$ cat src/rtl/alu_arbiter_pkg.sv
// Shared ALU definitions: opcodes, flag bit positions and the arbiter FSM states.
// Common with the alu and the instruction decoder.
package alu_arbiter_pkg;

  localparam logic [2:0] OP_ADD = 3'd1;
  localparam logic [2:0] OP_SUB = 3'd2;
  localparam logic [2:0] OP_AND = 3'd3;
  localparam logic [2:0] OP_OR  = 3'd4;
  localparam logic [2:0] OP_XOR = 3'd5;
  localparam logic [2:0] OP_NOT = 3'd6;

  localparam int FLAG_N = 3;
  localparam int FLAG_Z = 2;
  localparam int FLAG_C = 1;
  localparam int FLAG_V = 0;

  typedef enum logic {
    ST_IDLE = 1'b0,
    ST_EXEC = 1'b1
  } arb_state_t;

  function automatic logic [3:0] pack_flags(input logic n, input logic z,
                                            input logic c, input logic v);
    logic [3:0] f;
    f         = '0;
    f[FLAG_N] = n;
    f[FLAG_Z] = z;
    f[FLAG_C] = c;
    f[FLAG_V] = v;
    return f;
  endfunction

endpackage

$ cat src/rtl/alu_rsp_buf.sv
// One-entry result/flag buffer; written one cycle after the ALU is driven, zero-latency drain.
// Backpressure: stays full until rsp_ready; a same-cycle write wins over the drain.
module alu_rsp_buf #(
  parameter int WIDTH = 32
) (
  input  logic             clk,
  input  logic             rst_n,
  input  logic             wr_en,
  input  logic [WIDTH-1:0] wr_result,
  input  logic [3:0]       wr_flags,
  input  logic             rsp_ready,
  output logic             rsp_valid,
  output logic [WIDTH-1:0] rsp_result,
  output logic [3:0]       rsp_flags
);

  always_ff @(posedge clk) begin
    if (!rst_n) begin
      rsp_valid  <= 1'b0;
      rsp_result <= '0;
      rsp_flags  <= '0;
    end else if (wr_en) begin
      rsp_valid  <= 1'b1;
      rsp_result <= wr_result;
      rsp_flags  <= wr_flags;
    end else if (rsp_ready) begin
      rsp_valid  <= 1'b0;
    end
  end

endmodule

$ cat src/rtl/alu_arbiter.sv
// Shares one combinational ALU between two requesters: grant N, ALU driven N+1, response valid N+2.
// Backpressure: a port whose response buffer is full and not draining is skipped in arbitration.
module alu_arbiter
  import alu_arbiter_pkg::*;
#(
  parameter int WIDTH        = 32,
  parameter int STARVE_LIMIT = 4
) (
  input  logic             clk,
  input  logic             rst_n,

  input  logic             r0_req,
  input  logic [2:0]       r0_op,
  input  logic [WIDTH-1:0] r0_a,
  input  logic [WIDTH-1:0] r0_b,
  input  logic             r0_setflags,
  output logic             r0_gnt,
  output logic             r0_rsp_valid,
  input  logic             r0_rsp_ready,
  output logic [WIDTH-1:0] r0_rsp_result,
  output logic [3:0]       r0_rsp_flags,

  input  logic             r1_req,
  input  logic [2:0]       r1_op,
  input  logic [WIDTH-1:0] r1_a,
  input  logic [WIDTH-1:0] r1_b,
  input  logic             r1_setflags,
  output logic             r1_gnt,
  output logic             r1_rsp_valid,
  input  logic             r1_rsp_ready,
  output logic [WIDTH-1:0] r1_rsp_result,
  output logic [3:0]       r1_rsp_flags,

  output logic [WIDTH-1:0] alu_op1,
  output logic [WIDTH-1:0] alu_op2,
  output logic [2:0]       alu_instr,
  output logic             alu_flag_en,
  input  logic [WIDTH-1:0] alu_result,
  input  logic             alu_zero,
  input  logic             alu_carry,
  input  logic             alu_overflow,
  input  logic             alu_negative
);

  localparam logic [3:0] LIMIT = 4'(STARVE_LIMIT);

  arb_state_t       state_q, state_d;
  logic [3:0]       starve_cnt;
  logic [2:0]       lat_op;
  logic [WIDTH-1:0] lat_a, lat_b;
  logic             lat_setflags;
  logic             lat_owner;
  logic             elig0, elig1;
  logic             grant0, grant1;
  logic             wr0, wr1;
  logic [3:0]       alu_flags;

  // A full buffer that drains this cycle can accept the next operation.
  assign elig0 = r0_req & (~r0_rsp_valid | r0_rsp_ready);
  assign elig1 = r1_req & (~r1_rsp_valid | r1_rsp_ready);

  always_comb begin
    state_d     = state_q;
    grant0      = 1'b0;
    grant1      = 1'b0;
    alu_op1     = '0;
    alu_op2     = '0;
    alu_instr   = '0;
    alu_flag_en = 1'b0;
    case (state_q)
      ST_IDLE: begin
        if (rst_n) begin
          if (starve_cnt == LIMIT && elig1) grant1 = 1'b1;
          else if (elig0)                   grant0 = 1'b1;
          else if (elig1)                   grant1 = 1'b1;
        end
        if (grant0 || grant1) state_d = ST_EXEC;
      end
      ST_EXEC: begin
        // Holding outputs at zero under reset keeps a discarded op from touching the flags.
        if (rst_n) begin
          alu_op1     = lat_a;
          alu_op2     = lat_b;
          alu_instr   = lat_op;
          alu_flag_en = lat_setflags;
        end
        state_d = ST_IDLE;
      end
      default: state_d = ST_IDLE;
    endcase
  end

  assign r0_gnt = grant0;
  assign r1_gnt = grant1;

  always_ff @(posedge clk) begin
    if (!rst_n) begin
      state_q      <= ST_IDLE;
      starve_cnt   <= '0;
      lat_op       <= '0;
      lat_a        <= '0;
      lat_b        <= '0;
      lat_setflags <= 1'b0;
      lat_owner    <= 1'b0;
    end else begin
      state_q <= state_d;
      if (grant0 || grant1) begin
        lat_op       <= grant1 ? r1_op       : r0_op;
        lat_a        <= grant1 ? r1_a        : r0_a;
        lat_b        <= grant1 ? r1_b        : r0_b;
        lat_setflags <= grant1 ? r1_setflags : r0_setflags;
        lat_owner    <= grant1;
      end
      if (grant1)
        starve_cnt <= '0;
      else if (grant0 && elig1 && starve_cnt != LIMIT)
        starve_cnt <= starve_cnt + 4'd1;
    end
  end

  assign alu_flags = pack_flags(alu_negative, alu_zero, alu_carry, alu_overflow);
  assign wr0       = (state_q == ST_EXEC) && !lat_owner;
  assign wr1       = (state_q == ST_EXEC) &&  lat_owner;

  alu_rsp_buf #(.WIDTH(WIDTH)) u_buf0 (
    .clk        (clk),
    .rst_n      (rst_n),
    .wr_en      (wr0),
    .wr_result  (alu_result),
    .wr_flags   (alu_flags),
    .rsp_ready  (r0_rsp_ready),
    .rsp_valid  (r0_rsp_valid),
    .rsp_result (r0_rsp_result),
    .rsp_flags  (r0_rsp_flags)
  );

  alu_rsp_buf #(.WIDTH(WIDTH)) u_buf1 (
    .clk        (clk),
    .rst_n      (rst_n),
    .wr_en      (wr1),
    .wr_result  (alu_result),
    .wr_flags   (alu_flags),
    .rsp_ready  (r1_rsp_ready),
    .rsp_valid  (r1_rsp_valid),
    .rsp_result (r1_rsp_result),
    .rsp_flags  (r1_rsp_flags)
  );

endmodule

$ cat config.mk
export PLATFORM = sky130hd
export DESIGN_NAME = alu_arbiter
export DESIGN_NICKNAME = d
export VERILOG_FILES = /design/src/rtl/alu_arbiter_pkg.sv /design/src/rtl/alu_rsp_buf.sv /design/src/rtl/alu_arbiter.sv
export SDC_FILE = /design/constraint.sdc
export NUM_CORES = 1
export LEC_CHECK = 0
export CAP_MARGIN = 20
export CORE_MARGIN = 1.5
export CORE_UTILIZATION = 30
export CTS_CLUSTER_SIZE = 30
export DETAILED_ROUTE_END_ITERATION = 7
export PLACE_DENSITY = 0.66
export SLEW_MARGIN = 20
export SYNTH_ARGS = -nofsm -noshare
export SYNTH_HDL_FRONTEND = slang
export SYNTH_HIERARCHICAL = 1
export SYNTH_SLANG_ARGS = --single-unit
$ cat constraint.sdc
create_clock -name clk -period 1.9 [get_ports clk]
set_input_delay 0.285 -clock clk [delete_from_list [all_inputs] [get_ports clk]]
set_output_delay 0.285 -clock clk [all_outputs]
set_load 0.01 [all_outputs]
==> results of run 1 <==
-- cells in the mapped netlist, types with 2 or more instances --
library cell | number | area, um^2
sky130_fd_sc_hd__buf_4 | 3 | 22.5
sky130_fd_sc_hd__o21a_1 | 3 | 22.5
sky130_fd_sc_hd__clkbuf_1 | 45 | 169
sky130_fd_sc_hd__buf_6 | 4 | 45.0
sky130_fd_sc_hd__and3_1 | 71 | 444
sky130_fd_sc_hd__o221a_1 | 67 | 754
sky130_fd_sc_hd__a31o_1 | 2 | 17.5
sky130_fd_sc_hd__nand3_1 | 71 | 355
sky130_fd_sc_hd__inv_1 | 3 | 11.3
sky130_fd_sc_hd__ha_1 | 2 | 25.0
sky130_fd_sc_hd__mux2i_1 | 72 | 721
sky130_fd_sc_hd__nand2b_1 | 2 | 12.5
sky130_fd_sc_hd__buf_12 | 6 | 120
sky130_fd_sc_hd__nand2_1 | 73 | 274
sky130_fd_sc_hd__dfxtp_1 | 148 | 2960
sky130_fd_sc_hd__inv_2 | 2 | 7.51
sky130_fd_sc_hd__buf_2 | 6 | 30.0
sky130_fd_sc_hd__nor2b_1 | 76 | 475
sky130_fd_sc_hd__buf_1 | 4 | 15.0
sky130_fd_sc_hd__nand3b_1 | 2 | 15.0
-- per-stage QoR --
stage	utilization	TNS (ns)	worst slack, ns
after CTS	0.496	-0.157	-0.157
final	0.496	0	0.00935
after detailed placement	0.466	-15.84	-0.358
after global routing	0.496	-0.111	-0.0794
after global placement	0.466	-14.91	-0.352
after floorplan	-	0	0.252
-- final cells by class --
| type | count | area [um^2] |
|---|---|---|
| clock buffer | 17 | 425 |
| clock inverter | 15 | 171 |
| fill | 2048 | 10900 |
| inverter | 5 | 18.8 |
| multi-input combinational | 455 | 3250 |
| sequential | 148 | 2970 |
| tap | 280 | 350 |
| timing repair buffer | 352 | 3580 |
-- sequential cells by signal, summed over array words and instances, names as in the netlist --
signal	count
lat_a	32
lat_b	32
lat_op	3
lat_owner	1
lat_setflags	1
starve_cnt	4
state_q	1
u_buf0/rsp_flags	4
u_buf0/rsp_result	32
u_buf0/rsp_valid	1
u_buf1/rsp_flags	4
u_buf1/rsp_result	32
u_buf1/rsp_valid	1
-- worst max-delay path, stage by stage, from the launching register on --
cell and delay, ns:
sky130_fd_sc_hd__dfxtp_4 0.38, sky130_fd_sc_hd__buf_4 0.15, sky130_fd_sc_hd__nor2b_4 0.13, sky130_fd_sc_hd__nand3_2 0.09
sky130_fd_sc_hd__or2_4 0.29, sky130_fd_sc_hd__inv_2 0.06, sky130_fd_sc_hd__buf_6 0.09
-- cell families (layout without fill, tap and decap cells) --
| group | Yosys count | in the layout |
|---|---|---|
| DFF | 148 | 148 |
| adders and majority gates | 2 | 2 |
| AOI/OAI and AO/OA | 78 | 78 |
| and+or+nand+nor | 303 | 303 |
| muxes | 72 | 72 |
| buffers and inverters | 73 | 389 |
-- where the power goes --
part	switching (uW)	leakage, uW	total, uW	internal (uW)
logic	773	0.00307	1900	1130
clock network	1480	0.000291	3460	1980
registers	158	0.00122	3610	3450
total	2410	0.00458	8970	6560
-- worst paths after layout --
check                                    from       endpoint  slack [ns]  depth (start not counted)
worst max-delay path                  state_q         r0_gnt       0.009                          6
worst min-delay path                    rst_n  starve_cnt[1]        0.36                          3
worst max register to register        state_q      lat_b[27]        0.11                          7
worst min register to register  starve_cnt[3]  starve_cnt[3]        0.48                          2
-- timing repair --
item                                    CTS  global route
pin swaps                                 4             2
hold buffers                              0             0
resized for setup                        91             8
buffers inserted                          4             1
endpoints found under the setup margin   70             7
gates cloned                              2             0
-- per-layer routing --
metal / vias to the layer above / share of wire / GRT usage
met5: - / 0.00070 / 0
met2: 242 / 0.46 / 0.293
met3: 30 / 0.10 / 0.0699
li1: 3028 / - / -
met1: 2796 / 0.41 / 0.222
met4: 2 / 0.022 / 0.0675
==> impl_metrics.ini, run 1 <==
[logic_synthesis]
combined_area_of_all_synthesized_cells_um2 = 6600
synth_cells = 676
synth_compound_area_frac = 0.126
postSynthAreaPerCell_um2 = 9.76
synth_adder_area_share = 0.00379
post_synth_edffs = 0
yosys_warnings = 6
post_synth_and_or_nand_nor_area_fraction = 0.248
async_flop_share = 0
ys_ff_latch = 148
synth_sequential_area_ratio = 0.449
yosys.area_share.xor_xnor = 0
ys_dominant_reg_cell = sky130_fd_sc_hd__dfxtp_1
synth_nets = 856
synth_cell_types = 34
main_combinational_cell_family_by_area_after_synthesis = simple AND/OR/NAND/NOR gates
post_synth_mux_area_share = 0.109

[finish]
post_layout_nonfiller_instances = 1272
layout.cells.most_common_list = sky130_fd_sc_hd__clkdlybuf4s50_1, sky130_fd_sc_hd__dfxtp_1, sky130_fd_sc_hd__nor2b_1
stdcell_area_um2 = 10800
layout.cells.most_common = sky130_fd_sc_hd__clkdlybuf4s50_1
fin_nets = 1159
areaGrowthSynthToFinish_pct = 63.1
diodes = 0
layout-drive-gt1-share = 0.0847

[route]
detail_route.vias_per_cell = 4.79
drt_pre_antenna_iters = 5
routed_wire_length_per_instance_um = 16.9
drt_first_iter_violations = 188
num_vias = 6098
wl_um = 21500
ant_nets = 0
remaining_drcs = 0

[clocking]
ctsRootBufferMaster = sky130_fd_sc_hd__clkbuf_16
cts-root-to-sink-buffers = 2
clock_tree.htree_level_count = 4
cts_tree = yes
clock_insertion_delay_at_the_later_pin_of_the_skew_report_ns = 0.42
clk_pin_slew_ns = 0.06
clock_sinks = 148
cts-buffers-inserted = 17

[placement]
count_of_port_buffers_added_during_placement = 321
number_of_instances_in_the_placed_design = 1234
gp_congestion = 0.737
postPlaceCellArea_um2 = 10100
dp_hpwl_um = 14400

[die]
die_outline_area_um2 = 22900
die-height_um = 151
core_area_um2 = 21700
effective_utilization_at_floorplan = 0.304
pin_count = 322
std_cell_rows = 54
chipWidth_um = 151

[setup_path]
worstSetupStartpointType = flip-flop
required_ns = 1.62
worst_setup_path_end_kind = primary output
path_class = reg2out
worst_ep_arrival_time_ns = 1.61
worstPathMaxFanout = 5

[global_routing]
grt.overflow.total = 0
global_route_wire_length_before_repair_um = 32200
first_global_vias = 5961
number_of_antenna_violations_at_the_first_check_in_global_routing = 1
gr-usage-all-layers = 0.183
maximum_number_of_pins_on_one_net_before_global_route_repair = 106

[power_and_ir_drop]
vdd_drop_max_uv = 524
total_leakage_power_uw = 0.00458
total_power_of_the_final_layout_uw = 8970
power.density_cell_area_nw_per_um2 = 833

[timing]
relative_slew_slack = 0.475
worst_hold_slack_ns = 0.363
maxClockFrequency_mhz = 529
finalSetupViolCount = 0
rsz0062_at_grt = yes
layout_min_cycle_time_ns = 1.89
final-max-slew-violation-count = 0
final_hold_viol_count = 0
worstMarginPinSlew_ns = 0.787
post-route-period-util = 0.995
clock-skew-final_ns = 0.0106

[outcome]
status = complete, no violations

[worst_hold_path]
worstHoldPathType = in2reg

[flow_run]
drv_cap = 0
(Power assumes the default switching activity.)
==> run 2, diff against run 1 <==
--- a/config.mk
+++ b/config.mk
@@ -5,12 +5,13 @@
 export SDC_FILE = /design/constraint.sdc
 export NUM_CORES = 1
 export LEC_CHECK = 0
+export ABC_AREA = 1
 export CAP_MARGIN = 20
 export CORE_MARGIN = 1.5
 export CORE_UTILIZATION = 30
 export CTS_CLUSTER_SIZE = 30
 export DETAILED_ROUTE_END_ITERATION = 7
-export PLACE_DENSITY = 0.66
+export PLACE_DENSITY = 0.68
 export SLEW_MARGIN = 20
 export SYNTH_ARGS = -nofsm -noshare
 export SYNTH_HDL_FRONTEND = slang
==> constraint.sdc (replaced) <==
create_clock -name clk -period 1.7 [get_ports clk]
set_input_delay 0.255 -clock clk [delete_from_list [all_inputs] [get_ports clk]]
set_output_delay 0.255 -clock clk [all_outputs]
set_load 0.01 [all_outputs]
==> impl_metrics.ini, run 2 <==
[die]
core_area_um2 = 22600
chipWidth_um = 155
effective_utilization_at_floorplan = 0.306
std_cell_rows = 55
die_outline_area_um2 = 24100
die-height_um = 155
pin_count = 322

[logic_synthesis]
async_flop_share = 0
postSynthAreaPerCell_um2 = 6.68
synth_nets = 1219
synth_sequential_area_ratio = 0.427
netlist.top_cell.by_area = sky130_fd_sc_hd__dfxtp_1
synth_most_common_cell = sky130_fd_sc_hd__nor2_1
yosys_warnings = 6
ys_dominant_reg_cell = sky130_fd_sc_hd__dfxtp_1
ys_ff_latch = 148
synth_cell_types = 25
synthDominantCellAreaShare = 0.427
synth_cells = 1039
post_synth_edffs = 0
synth.top_cells.by_count = sky130_fd_sc_hd__nor2_1, sky130_fd_sc_hd__nand2_1, sky130_fd_sc_hd__dfxtp_1
combined_area_of_all_synthesized_cells_um2 = 6940
main_area_contributors_after_synthesis = sky130_fd_sc_hd__dfxtp_1, sky130_fd_sc_hd__nor2_1, sky130_fd_sc_hd__o21ai_0

[timing]
rsz0062_at_grt = yes
layout_min_cycle_time_ns = 1.69
post-route-period-util = 0.996
finalSetupViolCount = 0
setup_ws_post_layout_ns = 0.00609
final-max-slew-violation-count = 0
maxClockFrequency_mhz = 590
relative_slew_slack = 0.741
worstMarginPinSlew_ns = 0.389
clock-skew-final_ns = 0.0139
worst_hold_slack_ns = 0.374
final_hold_viol_count = 0
tns_ns = 0

[route]
wl_um = 23900
detail_route.vias_per_cell = 4.59
remaining_drcs = 0
routed_wire_length_per_instance_um = 14.3
ant_nets = 0
num_vias = 7636
drt_pre_antenna_iters = 4
drt_first_iter_violations = 367

[setup_path]
worst_ep_arrival_time_ns = 1.44
worstSetupStartpointType = input port
path_class = in2out
required_ns = 1.44
worstPathMaxFanout = 3
worst_setup_path_end_kind = primary output

[global_routing]
first_global_vias = 7393
grt.overflow.total = 0
number_of_antenna_violations_at_the_first_check_in_global_routing = 2
gr-usage-all-layers = 0.198
maximum_number_of_pins_on_one_net_before_global_route_repair = 59
global_route_wire_length_before_repair_um = 37900

[clocking]
ctsRootBufferMaster = sky130_fd_sc_hd__clkbuf_16
cts-root-to-sink-buffers = 2
clk_pin_slew_ns = 0.06
clock_insertion_delay_at_the_later_pin_of_the_skew_report_ns = 0.42
cts_tree = yes
clock_tree.htree_level_count = 4
cts-buffers-inserted = 17
clock_sinks = 148
hold_buffer_count_at_cts = 0

[placement]
count_of_port_buffers_added_during_placement = 321
number_of_instances_in_the_placed_design = 1625
dp_hpwl_um = 16700
dp_worst_setup_slack_ns = -0.387
gp_congestion = 0.833

[finish]
layout-drive-gt1-share = 0.154
layout.cells.most_common = sky130_fd_sc_hd__nor2_1
areaGrowthSynthToFinish_pct = 61.3
post_layout_nonfiller_instances = 1664
layout.cells.most_common_list = sky130_fd_sc_hd__nor2_1, sky130_fd_sc_hd__clkdlybuf4s50_1, sky130_fd_sc_hd__nand2_1
fin_nets = 1544

[power_and_ir_drop]
vdd_drop_max_uv = 535
total_leakage_power_uw = 0.00525
power.density_cell_area_nw_per_um2 = 925
total_power_of_the_final_layout_uw = 10400

[flow_run]
drv_cap = 0

[worst_hold_path]
worstHoldPathType = in2reg

[outcome]
status = complete, no violations
## run 2: cell types whose count changed after synthesis, moves of 19 or more
cell                       before  now
sky130_fd_sc_hd__nor2b_1       76    0
sky130_fd_sc_hd__mux2i_1       72    0
sky130_fd_sc_hd__clkbuf_1      45   18
sky130_fd_sc_hd__nor2_1         1  326
sky130_fd_sc_hd__inv_1          3   80
sky130_fd_sc_hd__o21ai_0        1  121
sky130_fd_sc_hd__nand2_1       73  154
sky130_fd_sc_hd__and3_1        71    0
sky130_fd_sc_hd__o221a_1       67    0
sky130_fd_sc_hd__buf_2          6   25
sky130_fd_sc_hd__nor2_2         0   24
## run 2: cells by family (layout without fill, tap and decap cells)
family,after synthesis,in the layout,share of synthesized area
adders and majority gates,2,2,0.00361
AOI/OAI and AO/OA,147,147,0.109
and+or+nand+nor,582,582,0.340
xor gates and xnor gates,2,2,0.00252
other,0,2,0
buffers and inverters,158,496,0.118
DFF,148,148,0.427
## run 2: final timing paths
kind	start	endpoint	slack [ns]	cells after the start
setup reg to reg	u_buf0/rsp_valid	lat_b[13]	0.11	8
hold reg to reg	starve_cnt[3]	starve_cnt[3]	0.47	2
setup / recovery	r0_rsp_ready	r0_gnt	0.006	7
hold / removal	rst_n	starve_cnt[1]	0.37	4
## run 2: routing by layer
| metal | wire [um] | up-vias | GRT usage |
|---|---|---|---|
| met2 | 11100 | 277 | 0.326 |
| met1 | 10100 | 3452 | 0.243 |
| li1 | - | 3872 | - |
| met4 | 665 | 0 | 0.0806 |
| met5 | 0 | - | 0 |
| met3 | 2040 | 35 | 0.0560 |
## run 2: layout make-up
cell class                 instances  area, um^2
clock buffer                      18         429
sequential                       148        2970
tap                              285         357
multi-input combinational        733        3260
clock inverter                    14         165
inverter                          85         352
antenna                            2        5.00
timing repair buffer             379        3650
fill                            2248       11400
## run 2: per-stage QoR
stage,instance area (um^2),utilization
finish,11200,0.494
floorplan,6940,-
detailed placement,10600,0.470
global placement,10600,0.470
global route,11200,0.494
CTS,11300,0.499
## run 2: where the power goes
part | switching, uW | internal, uW | leakage, uW | total [uW]
clock | 1640 | 2210 | 0.000284 | 3850
sequential | 143 | 3910 | 0.00123 | 4050
combinational | 1200 | 1250 | 0.00373 | 2460
## run 2: worst max-delay path, stage by stage
cell,delay [ns]
sky130_fd_sc_hd__clkdlybuf4s50_1,0.49
sky130_fd_sc_hd__inv_2,0.05
sky130_fd_sc_hd__a21oi_4,0.22
sky130_fd_sc_hd__buf_6,0.13
sky130_fd_sc_hd__nand2_4,0.05
sky130_fd_sc_hd__nor2_4,0.12
sky130_fd_sc_hd__buf_6,0.12
## run 2: what timing repair did
action                                  4_1_cts  5_1_grt
resized for setup                           163       86
gates cloned                                  0        1
endpoints found under the setup margin       71       65
setup buffers                                 2        2
pin swaps                                     3        4
==> run 3, diff against run 2 <==
--- a/config.mk
+++ b/config.mk
@@ -11,8 +11,7 @@
 export CORE_UTILIZATION = 30
 export CTS_CLUSTER_SIZE = 30
 export DETAILED_ROUTE_END_ITERATION = 7
-export PLACE_DENSITY = 0.68
-export SLEW_MARGIN = 20
+export PLACE_DENSITY = 0.65
 export SYNTH_ARGS = -nofsm -noshare
 export SYNTH_HDL_FRONTEND = slang
 export SYNTH_HIERARCHICAL = 1
==> constraint.sdc (replaced) <==
create_clock -name clk -period 1.84 [get_ports clk]
set_input_delay 0.276 -clock clk [delete_from_list [all_inputs] [get_ports clk]]
set_output_delay 0.276 -clock clk [all_outputs]
set_load 0.01 [all_outputs]
==> impl_metrics.ini, run 3 (same netlist as run 2, synthesis figures left out) <==
[timing]
final-max-slew-violation-count = 0
final_hold_viol_count = 0
worstMarginPinSlew_ns = 0.630
maxClockFrequency_mhz = 575
layout_min_cycle_time_ns = 1.74
post-route-period-util = 0.946
relative_slew_slack = 0.580
finalSetupViolCount = 0
rsz0062_at_grt = no
clock-skew-final_ns = 0.0125
worst_hold_slack_ns = 0.396

[die]
pin_count = 322
core_area_um2 = 22600
effective_utilization_at_floorplan = 0.306
die_outline_area_um2 = 24100
std_cell_rows = 55
chipWidth_um = 155
die-height_um = 155

[placement]
dp_hpwl_um = 15900
gp_congestion = 0.828
count_of_port_buffers_added_during_placement = 321
postPlaceCellArea_um2 = 10400

[clocking]
cts-buffers-inserted = 17
clk_pin_slew_ns = 0.06
cts_tree = yes
ctsRootBufferMaster = sky130_fd_sc_hd__clkbuf_16
cts-root-to-sink-buffers = 2
clock_insertion_delay_at_the_later_pin_of_the_skew_report_ns = 0.41
hold_buffer_count_at_cts = 0
clock_sinks = 148
clock_tree.htree_level_count = 4
cts_post_setup_buffers_inserted = 0

[setup_path]
r2r_setup_slack_ns = 0.26
critical_path.slowest_cell = sky130_fd_sc_hd__dfxtp_2
worst_ep_arrival_time_ns = 1.46
ff2ff_path_depth = 8
worstPathMaxFanout = 11
critPathMaxStageDelay_ns = 0.36
timing.rr.start = state_q
worstSetupStartpoint = state_q
crit-reg2reg-capture = lat_a[3]
path_class = reg2out
worst_setup_path_end_kind = primary output
required_ns = 1.56
crit_path_cell_trace = inv_4, buf_4, nor2_1, dlygate4sd2_1
worstSetupStartpointType = flip-flop

[global_routing]
maximum_number_of_pins_on_one_net_before_global_route_repair = 75
first_global_vias = 7193
gr-usage-all-layers = 0.193
number_of_antenna_violations_at_the_first_check_in_global_routing = 0
grt.overflow.total = 0
global_route_wire_length_before_repair_um = 36900

[finish]
layout.cells.most_common_list = sky130_fd_sc_hd__nor2_1, sky130_fd_sc_hd__clkdlybuf4s50_1, sky130_fd_sc_hd__nand2_1
areaGrowthSynthToFinish_pct = 59.1
diodes = 0
fin_nets = 1517
layout.cells.most_common = sky130_fd_sc_hd__nor2_1
stdcell_area_um2 = 11000
layout-drive-gt1-share = 0.0905

[outcome]
status = complete, no violations

[route]
drt_first_iter_violations = 391
detail_route.vias_per_cell = 4.59
drt_pre_antenna_iters = 5
routed_wire_length_per_instance_um = 14.2
wl_um = 23300
num_vias = 7501
ant_nets = 0
remaining_drcs = 0

[flow_run]
drv_cap = 0

[power_and_ir_drop]
total_leakage_power_uw = 0.00528
vdd_drop_max_uv = 475
power.density_cell_area_nw_per_um2 = 870
total_power_of_the_final_layout_uw = 9610

[worst_hold_path]
worstHoldPathType = in2reg
holdCritStartpoint = rst_n
worstHoldPathCells = 4
holdPathEnd = lat_owner
## run 3: worst max-delay path by stage
stage	end	slack [ns]
2_1_floorplan	u_buf0/rsp_result[20]	0.20
3_3_place_gp	r1_gnt	-0.30
3_5_place_dp	r1_gnt	-0.31
4_1_cts	alu_op2[30]	-0.02
5_1_grt	alu_instr[2]	0.02
6_report	alu_op1[6]	0.1
## run 3: worst max-delay path: cells and delay by family, from the launching register on
kind          cells  cell delay (ns)
buf+inv           3             0.55
simple gates      1             0.15
flops             1             0.36
## run 3: repair_timing
action | 4_1_cts | 5_1_grt
gates cloned | 1 | 0
pin swaps | 1 | 3
endpoints found under the setup margin | 70 | 132
resized for setup | 94 | 21
endpoints found under the hold margin | 0 | 0
## run 3: cell type report
cell class / count / area [um^2]
well taps: 285 / 357
inverters: 85 / 347
fillers: 2321 / 11600
clock inverters: 12 / 180
flip-flops and latches: 148 / 2970
clock buffers: 18 / 439
repair buffers: 352 / 3520
multi-input cells: 733 / 3230
## run 3: layer usage
| metal | track usage | vias to the layer above | routed length [um] |
|---|---|---|---|
| li1 | - | 3811 | - |
| met1 | 0.234 | 3391 | 10100 |
| met2 | 0.332 | 281 | 11000 |
| met3 | 0.0549 | 18 | 1810 |
| met4 | 0.0600 | 0 | 343 |
| met5 | 0 | - | 0 |
## run 3: per-stage QoR
| stage | utilization | setup TNS [ns] | cells | setup slack [ns] |
|---|---|---|---|---|
| floorplan | - | 0 | 1039 | 0.205 |
| global placement | 0.460 | -13.50 | 1602 | -0.298 |
| detailed placement | 0.460 | -14.36 | 1602 | -0.308 |
| CTS | 0.487 | -0.0580 | 1633 | -0.0250 |
| global route | 0.487 | 0 | 1633 | 0.0195 |
| finish | 0.487 | 0 | 1633 | 0.0997 |
## run 3: where the power goes
group          switching (uW)  total, uW  internal (uW)
combinational            1070       2160           1090
sequential                128       3740           3610
clock                    1410       3700           2300
total                    2600       9600           7000
